--- src/rtl/mc_ctrl.sv ---
// Multi-cycle control sequencer for the RV32 core: walks each instruction through
// FETCH/DECODE/EXEC/MEM/WB, drives datapath enables and selects, traps and counts retires.
module mc_ctrl #(
    parameter int unsigned TIMEOUT = 16
) (
    input  logic        clk,
    input  logic        rst_n,
    input  logic [6:0]  opcode,
    input  logic        branch_taken,
    output logic        imem_req,
    input  logic        imem_ack,
    output logic        ir_we,
    output logic        dmem_req,
    output logic        dmem_we,
    input  logic        dmem_ack,
    output logic        alu_a_sel,
    output logic        alu_b_sel,
    output logic [1:0]  wb_sel,
    output logic        rf_we,
    output logic        pc_we,
    output logic [1:0]  pc_sel,
    output logic        illegal,
    output logic        bus_err,
    output logic        halted,
    output logic [31:0] instret
);

    typedef enum logic [2:0] {
        S_FETCH, S_DECODE, S_EXEC, S_MEM, S_WB, S_TRAP, S_HALT
    } state_t;

    localparam logic [6:0] OP_R      = 7'b0110011;
    localparam logic [6:0] OP_IMM    = 7'b0010011;
    localparam logic [6:0] OP_LOAD   = 7'b0000011;
    localparam logic [6:0] OP_STORE  = 7'b0100011;
    localparam logic [6:0] OP_BRANCH = 7'b1100011;
    localparam logic [6:0] OP_JAL    = 7'b1101111;
    localparam logic [6:0] OP_JALR   = 7'b1100111;
    localparam logic [6:0] OP_AUIPC  = 7'b0010111;
    localparam logic [6:0] OP_LUI    = 7'b0110111;
    localparam logic [6:0] OP_SYSTEM = 7'b1110011;

    // Last wait-counter value on which an ack is still honoured.
    localparam logic [7:0] WAIT_LAST = 8'(TIMEOUT - 1);

    state_t      state_q, state_d;
    logic [7:0]  wait_q, wait_d;
    logic        illegal_q, illegal_d;
    logic        bus_err_q, bus_err_d;
    logic        halted_q, halted_d;
    logic [31:0] instret_q, instret_d;
    logic        retire;

    logic        imem_req_c, ir_we_c, dmem_req_c, dmem_we_c;
    logic        alu_a_sel_c, alu_b_sel_c, rf_we_c, pc_we_c;
    logic [1:0]  wb_sel_c, pc_sel_c;

    always_comb begin
        state_d     = state_q;
        wait_d      = wait_q;
        illegal_d   = illegal_q;
        bus_err_d   = bus_err_q;
        halted_d    = halted_q;
        retire      = 1'b0;
        imem_req_c  = 1'b0;
        ir_we_c     = 1'b0;
        dmem_req_c  = 1'b0;
        dmem_we_c   = 1'b0;
        alu_a_sel_c = 1'b0;
        alu_b_sel_c = 1'b0;
        wb_sel_c    = 2'd0;
        rf_we_c     = 1'b0;
        pc_we_c     = 1'b0;
        pc_sel_c    = 2'd0;

        case (state_q)
            S_FETCH: begin
                imem_req_c = 1'b1;
                if (imem_ack) begin
                    ir_we_c = 1'b1;
                    state_d = S_DECODE;
                end else if (wait_q == WAIT_LAST) begin
                    bus_err_d = 1'b1;
                    state_d   = S_TRAP;
                end else begin
                    wait_d = wait_q + 8'd1;
                end
            end
            S_DECODE: begin
                case (opcode)
                    OP_R, OP_IMM, OP_LOAD, OP_STORE, OP_BRANCH,
                    OP_JAL, OP_JALR, OP_AUIPC, OP_LUI: state_d = S_EXEC;
                    OP_SYSTEM: begin
                        halted_d = 1'b1;
                        state_d  = S_HALT;
                    end
                    default: begin
                        illegal_d = 1'b1;
                        state_d   = S_TRAP;
                    end
                endcase
            end
            S_EXEC: begin
                case (opcode)
                    OP_IMM, OP_LOAD, OP_STORE, OP_JALR: alu_b_sel_c = 1'b1;
                    OP_AUIPC: begin
                        alu_a_sel_c = 1'b1;
                        alu_b_sel_c = 1'b1;
                    end
                    default: ;
                endcase
                if (opcode == OP_BRANCH) begin
                    pc_we_c  = 1'b1;
                    pc_sel_c = branch_taken ? 2'd1 : 2'd0;
                    retire   = 1'b1;
                    state_d  = S_FETCH;
                end else if (opcode == OP_LOAD || opcode == OP_STORE) begin
                    state_d = S_MEM;
                end else begin
                    state_d = S_WB;
                end
            end
            S_MEM: begin
                dmem_req_c = 1'b1;
                dmem_we_c  = (opcode == OP_STORE);
                if (dmem_ack) begin
                    if (opcode == OP_STORE) begin
                        pc_we_c = 1'b1;
                        retire  = 1'b1;
                        state_d = S_FETCH;
                    end else begin
                        state_d = S_WB;
                    end
                end else if (wait_q == WAIT_LAST) begin
                    bus_err_d = 1'b1;
                    state_d   = S_TRAP;
                end else begin
                    wait_d = wait_q + 8'd1;
                end
            end
            S_WB: begin
                rf_we_c = 1'b1;
                pc_we_c = 1'b1;
                retire  = 1'b1;
                state_d = S_FETCH;
                case (opcode)
                    OP_LOAD:          wb_sel_c = 2'd1;
                    OP_JAL, OP_JALR:  wb_sel_c = 2'd2;
                    OP_LUI:           wb_sel_c = 2'd3;
                    default:          wb_sel_c = 2'd0;
                endcase
                case (opcode)
                    OP_JAL:  pc_sel_c = 2'd1;
                    OP_JALR: pc_sel_c = 2'd2;
                    default: pc_sel_c = 2'd0;
                endcase
            end
            default: ;
        endcase

        // Every state change starts a fresh wait window for FETCH and MEM.
        if (state_d != state_q) begin
            wait_d = 8'd0;
        end
    end

    assign instret_d = retire ? instret_q + 32'd1 : instret_q;

    always_ff @(posedge clk) begin
        if (!rst_n) begin
            state_q   <= S_FETCH;
            wait_q    <= 8'd0;
            illegal_q <= 1'b0;
            bus_err_q <= 1'b0;
            halted_q  <= 1'b0;
            instret_q <= 32'd0;
        end else begin
            state_q   <= state_d;
            wait_q    <= wait_d;
            illegal_q <= illegal_d;
            bus_err_q <= bus_err_d;
            halted_q  <= halted_d;
            instret_q <= instret_d;
        end
    end

    // Outputs are forced low for as long as reset is held, not just after its edge.
    assign imem_req  = rst_n & imem_req_c;
    assign ir_we     = rst_n & ir_we_c;
    assign dmem_req  = rst_n & dmem_req_c;
    assign dmem_we   = rst_n & dmem_we_c;
    assign alu_a_sel = rst_n & alu_a_sel_c;
    assign alu_b_sel = rst_n & alu_b_sel_c;
    assign wb_sel    = rst_n ? wb_sel_c : 2'd0;
    assign rf_we     = rst_n & rf_we_c;
    assign pc_we     = rst_n & pc_we_c;
    assign pc_sel    = rst_n ? pc_sel_c : 2'd0;
    assign illegal   = rst_n & illegal_q;
    assign bus_err   = rst_n & bus_err_q;
    assign halted    = rst_n & halted_q;
    assign instret   = rst_n ? instret_q : 32'd0;

endmodule

--- config.mk ---
export PLATFORM = sky130hd
export DESIGN_NAME = mc_ctrl
export DESIGN_NICKNAME = d
export VERILOG_FILES = /design/src/rtl/mc_ctrl.sv
export SDC_FILE = /design/constraint.sdc
export NUM_CORES = 1
export LEC_CHECK = 0
export ABC_AREA = 1
export BUFFER_PORTS_ARGS = -buffer_cell sky130_fd_sc_hd__buf_4
export CAP_MARGIN = 10
export CELL_PAD_IN_SITES_DETAIL_PLACEMENT = 0
export CELL_PAD_IN_SITES_GLOBAL_PLACEMENT = 1
export CORE_MARGIN = 2
export CORE_UTILIZATION = 42
export CTS_BUF_LIST = sky130_fd_sc_hd__clkbuf_4
export CTS_CLUSTER_SIZE = 25
export DETAILED_ROUTE_END_ITERATION = 10
export GPL_TIMING_DRIVEN = 0
export PLACE_DENSITY = 0.84
export SYNTH_ARGS = -nofsm -noshare
export SYNTH_HDL_FRONTEND = slang
export SYNTH_SLANG_ARGS = --single-unit
--- constraint.sdc ---
create_clock -name clk -period 3.3 [get_ports clk]
set_input_delay 0 -clock clk [delete_from_list [all_inputs] [get_ports clk]]
set_output_delay 0 -clock clk [all_outputs]
set_load 0.005 [all_outputs]
# --- Yosys cells after proc, flatten, opt, wreduce, memory -nomap -nowiden ---
# Cells that the tools add are included.
op_classes:
  addsub: 2
  eq_ne: 18
  mux: 39
  n_bitwise: 13
  reduce_logical: 11
ops:
  columns: ["operator", "n"]
  rows:
  - ["$add 32x1->32 const B", 1]
  - ["$mux 32", 1]
  - ["$eq 7x7->1 const B", 4]
  - ["$mux 8", 3]
  - ["$eq 7x6->1 const B", 3]
  - ["$mux 1", 18]
  - ["$mux 3", 6]
  - ["$pmux 8 s2", 1]
  - ["$pmux 3 s5", 1]
  - ["$eq 7x5->1 const B", 2]
  - ["$and 1x1->1", 11]
  - ["$reduce_or 10->1", 1]
  - ["$reduce_or 9->1", 1]
  - ["$add 8x1->8 const B", 1]
  - ["$eq 8x4->1 const B", 1]
  - ["$pmux 2 s2", 2]
  - ["$eq 7x2->1 const B", 1]
  - ["$eq 3x2->1 const B", 2]
  - ["$mux 2", 3]
  - ["$pmux 2 s3", 1]
  - ["$pmux 3 s2", 1]
  - ["$reduce_or 5->1", 1]
  - ["$ne 2x2->1 const B", 2]
  - ["$reduce_and 2->1", 2]
  - ["11 further kinds", 13]
totals:
  reg_bits: 46
  in_bits: 12
  out_inout_bits: 47
  elab_cells: 89

# --- Depth between registers and ports, before layout ---
# Gate-level depths: netlist of run 1.
logic_depth:
  word_depth: 7
  ltp_mapped: 13
  mapped_depth_nobuf: 13

# --- Worst setup path before layout of run 1 ---
# No wires, ideal clock.
synth_path:
  path_type: "register to register"
  startpoint: "reg instret_q[0]"
  endpoint: "reg instret_q[16]"
  setup_time_ns: 0.119
  t_arrival_ns: 1.462
  required_ns: 3.181
  setup_slack_ns: 1.718
  stages_incl_launch_ff: 7
  path_buffers: 0
  period_less_slack_ns: 1.582
  cell_sequence: "dfxtp_1 ha_1 nand3_1 nor4_1 nand4_1 o21ai_0 a21oi_1"
synth_between:
  elab_chain_len: 1
synth_lines:
  columns: ["element", "line_no", "source"]
  rows:
  - ["start: declaration", "51", "logic [31:0] instret_q, instret_d;"]
  - ["start signal: assignment", "183", "instret_q <= instret_d;"]
  - ["$add 32x1->32", "167", "assign instret_d = retire ? instret_q + 32'd1 : instret_q;"]
# No other way between the ends.
# A chain may end at the register's enable or synchronous reset.

# --- Worst setup path after layout of run 1 ---
# Ends and elaborated chain as after synthesis.

==> results of run 1 <==
worst max-delay path by stage:
| stage | startpoint | endpoint | slack [ns] | cells after the start |
|---|---|---|---|---|
| after global routing | instret_q[0]$_SDFFE_PN0P_ | instret_q[20]$_SDFFE_PN0P_ | 1.12 | 6 |
| after CTS | state_q[0]$_SDFF_PN0_ | pc_sel[0] | 1.31 | 7 |
| after floorplan | instret_q[0]$_SDFFE_PN0P_ | instret_q[16]$_SDFFE_PN0P_ | 1.72 | 6 |
| after detailed placement | instret_q[0]$_SDFFE_PN0P_ | instret_q[20]$_SDFFE_PN0P_ | 1.35 | 6 |
| after global placement | instret_q[0]$_SDFFE_PN0P_ | instret_q[20]$_SDFFE_PN0P_ | 1.34 | 6 |
| final | instret_q[0]$_SDFFE_PN0P_ | instret_q[16]$_SDFFE_PN0P_ | 1.21 | 6 |
area by class of cell:
| type | instances | area [sq um] | share of cell area (%) |
|---|---|---|---|
| buffer | 13 | 56.3 | 1.47 |
| multi-input combinational | 379 | 1860 | 48.5 |
| tap | 99 | 124 | 3.24 |
| clock buffer | 5 | 37.5 | 0.982 |
| clock inverter | 3 | 23.8 | 0.622 |
| sequential | 46 | 921 | 24.1 |
| timing repair buffer | 58 | 438 | 11.5 |
| inverter | 98 | 368 | 9.62 |
per-stage QoR:
stage | instance area, sq um | util, % | setup WS (ns) | cells
finish | 3820 | 52.2 | 1.21 | 701
global route | 3820 | 52.2 | 1.12 | 701
CTS | 3820 | 52.2 | 1.31 | 701
detailed placement | 3750 | 51.2 | 1.35 | 692
global placement | 3750 | 51.2 | 1.34 | 692
floorplan | 3200 | - | 1.72 | 536
registers in the layout (all words and copies together), names as in the netlist:
signal	count
bus_err_q	1
halted_q	1
illegal_q	1
instret_q	32
state_q	3
wait_q	8
tightest hold or removal path: cells and delay by family:
kind	cells	cell delay, ns
compound gates	1	0.06
buf+inv	3	0.19
simple gates	2	0.13
layer usage:
metal / vias up / global-route usage [%]
met3: 10 / 3.82
li1: 1812 / -
met5: - / 0
met4: 0 / 6.19
met1: 1570 / 25.9
met2: 46 / 38.5
cell families after synthesis:
logic type / count (synthesis) / share of synthesized area [%]
AO/OA/AOI/OAI: 53 / 8.80
XOR/XNOR: 25 / 6.84
adder cells (fa/ha/maj): 2 / 0.782
buffers and inverters: 111 / 13.3
flip-flops: 46 / 28.8
multiplexers: 1 / 0.352
AND/OR/NAND/NOR: 298 / 41.2
power by group through the flow:
| stage | clock network, mW | logic (mW) | registers (mW) |
|---|---|---|---|
| 2_1_floorplan | 0 | 0.314 | 0.629 |
| 3_3_place_gp | 0 | 0.442 | 0.637 |
| 3_5_place_dp | 0 | 0.443 | 0.637 |
| 4_1_cts | 0.305 | 0.446 | 0.625 |
| 5_1_grt | 0.331 | 0.499 | 0.631 |
| 6_report | 0.292 | 0.441 | 0.625 |
cells in the final DEF (no fill, tap or decap), types with 7 or more instances in the layout:
cell,count
nand2_1,149
inv_1,90
nor2_1,61
buf_4,57
dfxtp_1,46
a21oi_1,37
nand3_1,22
nor3_1,21
xor2_1,17
nand4_1,15
o21ai_0,11
inv_2,8
nor2_2,8
xnor2_1,8
clkbuf_1,7
==> impl_metrics.csv, run 1 <==
group,metric,value,unit
yosys,synth_edf_count,0,
cells_and_area,nets,615,
routing,wl_met1,3870,um
setup_path,critPathBufInv,0,
timing,timing.final.crit_period,2.09,ns
yosys,seq_area_frac_synth,28.8,%
timing,setup_viol,0,
yosys,syn_area,3200,sq um
pwr,internal-power,0.820,mW
routing,viasPerCell,4.90,
setup_path,crit_slowest_cell,"nor4_1",
floorplanning,core,7330,sq um
cts,cts-root-buf,"clkbuf_4",
global_route,grt_pass1_vias,3149,
timing,relSlewSlack,62.1,%
placed_design,dp_hpwl,6940,um
routing,antenna_left,0,
worst_hold_path,hold_depth,6,
yosys,ys_ff_latch,46,
timing,finClkSkew,0.0172,ns
timing,rsz0062_at_grt,"false",
setup_path,critPathMaxFanout,7,
routing,drt_iter0_markers,171,
placed_design,gp_congestion,0.904,
cts,cts_made_buffers,5,
global_route,track_usage,21.4,%
cts,numClockSinks,46,
floorplanning,io_pins,59,
pwr,netSwitchingFraction,39.6,%
setup_path,cp_top_family,"simple AND/OR/NAND/NOR gates",
pwr,p_total,1.36,mW
cts,clk_pin_slew_worst_paths,0.16,ns
timing,drv_slew,0,
yosys,synth.distinct_cells,31,
routing,avgRoutedWirePerCell,12.4,um
job,drv_cap,0,
floorplanning,initial_core_util,43.7,%
cells_and_area,num-fill-cells,793,
placed_design,port_buffers,57,
yosys,synthTopCellsByCount,"149 x nand2_1, 90 x inv_1, 61 x nor2_1",
setup_path,worst_ep_required_time,3.57,ns
pwr,p_per_area,355,nW/um^2
pwr,pwr-share-clk,21.5,%
floorplanning,die_w,91.3,um
setup_path,reg2reg_to,"instret_q[16]$_SDFFE_PN0P_",
setup_path,arrival,2.36,ns
worst_hold_path,hold_path.class,"input pin to register",
routing,dr_wl_met3,236,um
yosys,synthTopCellsByArea,"dfxtp_1 29%, nand2_1 17%, inv_1 11%",
routing,vias,3438,
floorplanning,die_height,91.3,um
cells_and_area,layout-drive-gt1-share,16.6,%
routing,wl_met2,4400,um
routing,first_pass_iters,4,
yosys,syn_avg_cell_area,5.97,sq um
worst_hold_path,min_from,"imem_ack",
routing,route.top_layer_used,"met4",
global_route,grt_max_degree,17,
pwr,power.share.sequential,46.0,%
floorplanning,placementRows,31,
yosys,synthCells,536,
pwr,vdd_drop_max,0.245,mV
timing,tightest_slew,0.568,ns
yosys,ys.warnings.count,0,
setup_path,r2r-start,"instret_q[0]$_SDFFE_PN0P_",
cts,insertion_delay,0.37,ns
setup_path,endpoint_kind,"register",
worst_hold_path,hold_end,"bus_err_q$_SDFFE_PN0P_",
cells_and_area,synthToLayoutAreaGrowth,19.5,%
yosys,yosysTopAreaCell,"dfxtp_1",
yosys,ys_async_sr_fraction,0,%
timing,tns,0,ns
floorplanning,die_area,8330,sq um
timing,hold_violations,0,
yosys,yosysTopAreaCellShare,28.8,%
setup_path,reg2regPathDepth,6,
cts,cts_hold_buf,1,
timing,fmax,0.479,GHz
pwr,comb_power_share,32.4,%
cells_and_area,num_antenna_cells,0,
timing,fin_hold_ws,0.0271,ns
global_route,grt_pass1_wl,14600,um
pwr,power_leakage,1.82,nW
yosys,synth_top_flop_cell,"dfxtp_1",
setup_path,r2r_slack,1.21,ns
outcome,status,"finished, final reports clean",
cts,clockBufferDepth,2,
routing,drc,0,
pwr,switching_power,0.538,mW
setup_path,critical_path_class,"register to register",
cts,cts_max_level,2,
yosys,synth.most_common_cell,"nand2_1",
setup_path,start_kind,"register",
routing,drt_wl_total,8670,um
cts,cts_setup_buffers,0,
timing,period_share,63.2,%
yosys,syn_nets,550,
setup_path,crit_chain,"ha_1, nand3_1, nor4_1, nand4_1, o21ai_0, a21oi_1",
global_route,overflow,0,
cts,cts_tree,"done",
global_route,antenna_found_initial,0,
cts,cts_resized,0,
setup_path,cp_slowest_stage_delay,0.56,ns
Power figures use the tool's default switching activity.
==> inputs of run 2 (changes only) <==
Settings changed: CORE_UTILIZATION 42 to 39, PLACE_DENSITY 0.84 to 0.79.
Clock period 3.3 ns to 2.2 ns, I/O delays scaled along.
==> run 2 against run 1 <==
Net effect: non-clock buffer count unchanged; clock skew increased by 0.0062 ns; worst setup slack got worse by 1.0 ns; via count increased by 0.20%; first-iteration DRC count decreased by 13%; cell area increased by 0.88%; critical endpoint unchanged; highest routed layer unchanged.
==> impl_metrics.csv, run 2 (synthesis gave the netlist of run 1 again) <==
group,metric,value,unit
worst_hold_path,hold_path.class,"input pin to register",
cells_and_area,largest_reg_flops,32,
floorplanning,io_pins,59,
floorplanning,die_height,94.6,um
pwr,netSwitchingFraction,37.1,%
pwr,power.share.sequential,43.6,%
global_route,busiest_layer,"met2",
timing,fmax,0.492,GHz
setup_path,critPathBufInv,0,
floorplanning,die_area,8950,sq um
global_route,track_usage,20.9,%
pwr,switching_power,0.799,mW
outcome,status,"finished, final reports clean",
timing,setup_viol,0,
setup_path,start_kind,"register",
timing,fin_hold_ws,0.0426,ns
pwr,vdd_drop_max,0.408,mV
cells_and_area,instances_no_fill,707,
routing,drc,0,
floorplanning,placementRows,33,
cells_and_area,design_area,3860,sq um
global_route,overflow,0,
cells_and_area,num-fill-cells,944,
placed_design,port_buffers,57,
global_route,grt_pass1_wl,14900,um
cts,cts_max_level,2,
placed_design,dp_hpwl,7000,um
pwr,pwr-share-clk,25.2,%
routing,drt_iter0_markers,148,
global_route,gr-usage-met2,38.9,%
global_route,grt_max_degree,15,
setup_path,arrival,2.31,ns
placed_design,gp_congestion,0.942,
global_route,antenna_found_initial,0,
setup_path,crit_slowest_cell,"nor4_1",
placed_design,dpl.cell_count,698,
timing,timing.final.crit_period,2.03,ns
global_route,grt_pass1_vias,3221,
timing,period_share,92.4,%
setup_path,cp_top_family,"simple AND/OR/NAND/NOR gates",
timing,relSlewSlack,60.9,%
setup_path,endpoint_kind,"register",
timing,tns,0,ns
global_route,use_met3,2.87,%
placed_design,placed_cell_area,3760,sq um
setup_path,critical_path_class,"register to register",
cts,cts-root-buf,"clkbuf_4",
floorplanning,initial_core_util,39.5,%
pwr,p_per_area,558,nW/um^2
cts,clockBufferDepth,2,
cells_and_area,synthToLayoutAreaGrowth,20.5,%
cells_and_area,num_antenna_cells,0,
floorplanning,core,8090,sq um
placed_design,pre_cts_ws,0.194,ns
timing,drv_slew,0,
pwr,comb_power_share,31.2,%
cts,insertion_delay,0.37,ns
cells_and_area,regMostFlops,"instret_q",
cts,cts_tree,"done",
cells_and_area,fin_util,47.7,%
pwr,power_leakage,1.83,nW
timing,tightest_slew,0.586,ns
setup_path,crit_chain,"ha_1, nand3_1, nor4_1, nand4_1, o21ai_0, a21oi_1",
timing,rsz0062_at_grt,"false",
setup_path,critPathMaxFanout,7,
setup_path,cp_slowest_stage_delay,0.54,ns
cts,cts_made_buffers,5,
routing,vias,3445,
routing,antenna_left,0,
timing,setup_slack,0.168,ns
job,drv_cap,0,
cells_and_area,reg.largest.list,"instret_q x32, wait_q x8, state_q x3",
setup_path,worst_ep_required_time,2.48,ns
routing,avgRoutedWirePerCell,12.5,um
cells_and_area,nets,615,
pwr,p_total,2.15,mW
routing,viasPerCell,4.87,
floorplanning,die_w,94.6,um
cells_and_area,final_common_cell,"nand2_1",
cts,clk_pin_slew_worst_paths,0.16,ns
timing,hold_violations,0,
routing,drt_wl_total,8860,um
cells_and_area,layout_common_cells,"149 x nand2_1, 90 x inv_1, 61 x nor2_1",
routing,first_pass_iters,4,
cells_and_area,layout-drive-gt1-share,16.8,%
cts,numClockSinks,46,
global_route,grt_use_met1,25.7,%
pwr,internal-power,1.35,mW
timing,finClkSkew,0.0234,ns
==> run 2: cell types whose count changed in the layout (fill, tap and decap cells not counted), sizes merged <==
cell	previous run	this run
bufinv	0	1
inv	99	98
clkinvlp	2	1
clkbuf	12	13
==> run 2: routing by layer <==
metal / vias up / part of all wire, %
met5: - / 0
met4: 0 / 0.85
met3: 6 / 2.9
met2: 53 / 51
met1: 1581 / 45
li1: 1805 / -
==> run 2: worst reg2reg max path, cell delays in order, from the launching register on <==
cell and delay (ns):
dfxtp_1 0.48, ha_1 0.30, nand3_1 0.20, nor4_1 0.54, nand4_1 0.20, o21ai_0 0.19, a21oi_1 0.06
==> run 2: cell type report <==
| class | count | area, sq um | area share (%) |
|---|---|---|---|
| buffer | 13 | 56.3 | 1.46 |
| clock buffer | 6 | 45.0 | 1.17 |
| clock inverter | 2 | 37.5 | 0.973 |
| inverter | 98 | 368 | 9.54 |
| multi-input combinational | 379 | 1860 | 48.2 |
| sequential | 46 | 921 | 23.9 |
| tap | 105 | 131 | 3.41 |
| timing repair buffer | 58 | 438 | 11.4 |
==> run 2: path summary, 6_finish.rpt <==
check             cells past startpoint  slack [ns]                    endpoint                 startpoint
setup reg to reg                      6        0.17  instret_q[16]$_SDFFE_PN0P_  instret_q[0]$_SDFFE_PN0P_
hold reg to reg                       2        0.48       halted_q$_SDFFE_PN0P_      halted_q$_SDFFE_PN0P_
hold / removal                        6        0.04      bus_err_q$_SDFFE_PN0P_                   imem_ack
setup / recovery                      6        0.17  instret_q[16]$_SDFFE_PN0P_  instret_q[0]$_SDFFE_PN0P_
==> run 2: power groups by stage <==
stage               logic [mW]  registers (mW)  clock network, mW
CTS                      0.680           0.937              0.564
global route             0.759           0.945              0.590
detailed placement       0.677           0.955                  0
global placement         0.668           0.955                  0
finish                   0.672           0.938              0.543
floorplan                0.472           0.943                  0
==> run 2: repair_timing <==
action | 4_1_cts | 5_1_grt
resized for setup | 0 | 1
setup endpoints to repair | 0 | 1
hold buffers | 1 | 0
endpoints found under the hold margin | 1 | 0
buffers inserted | 0 | 0
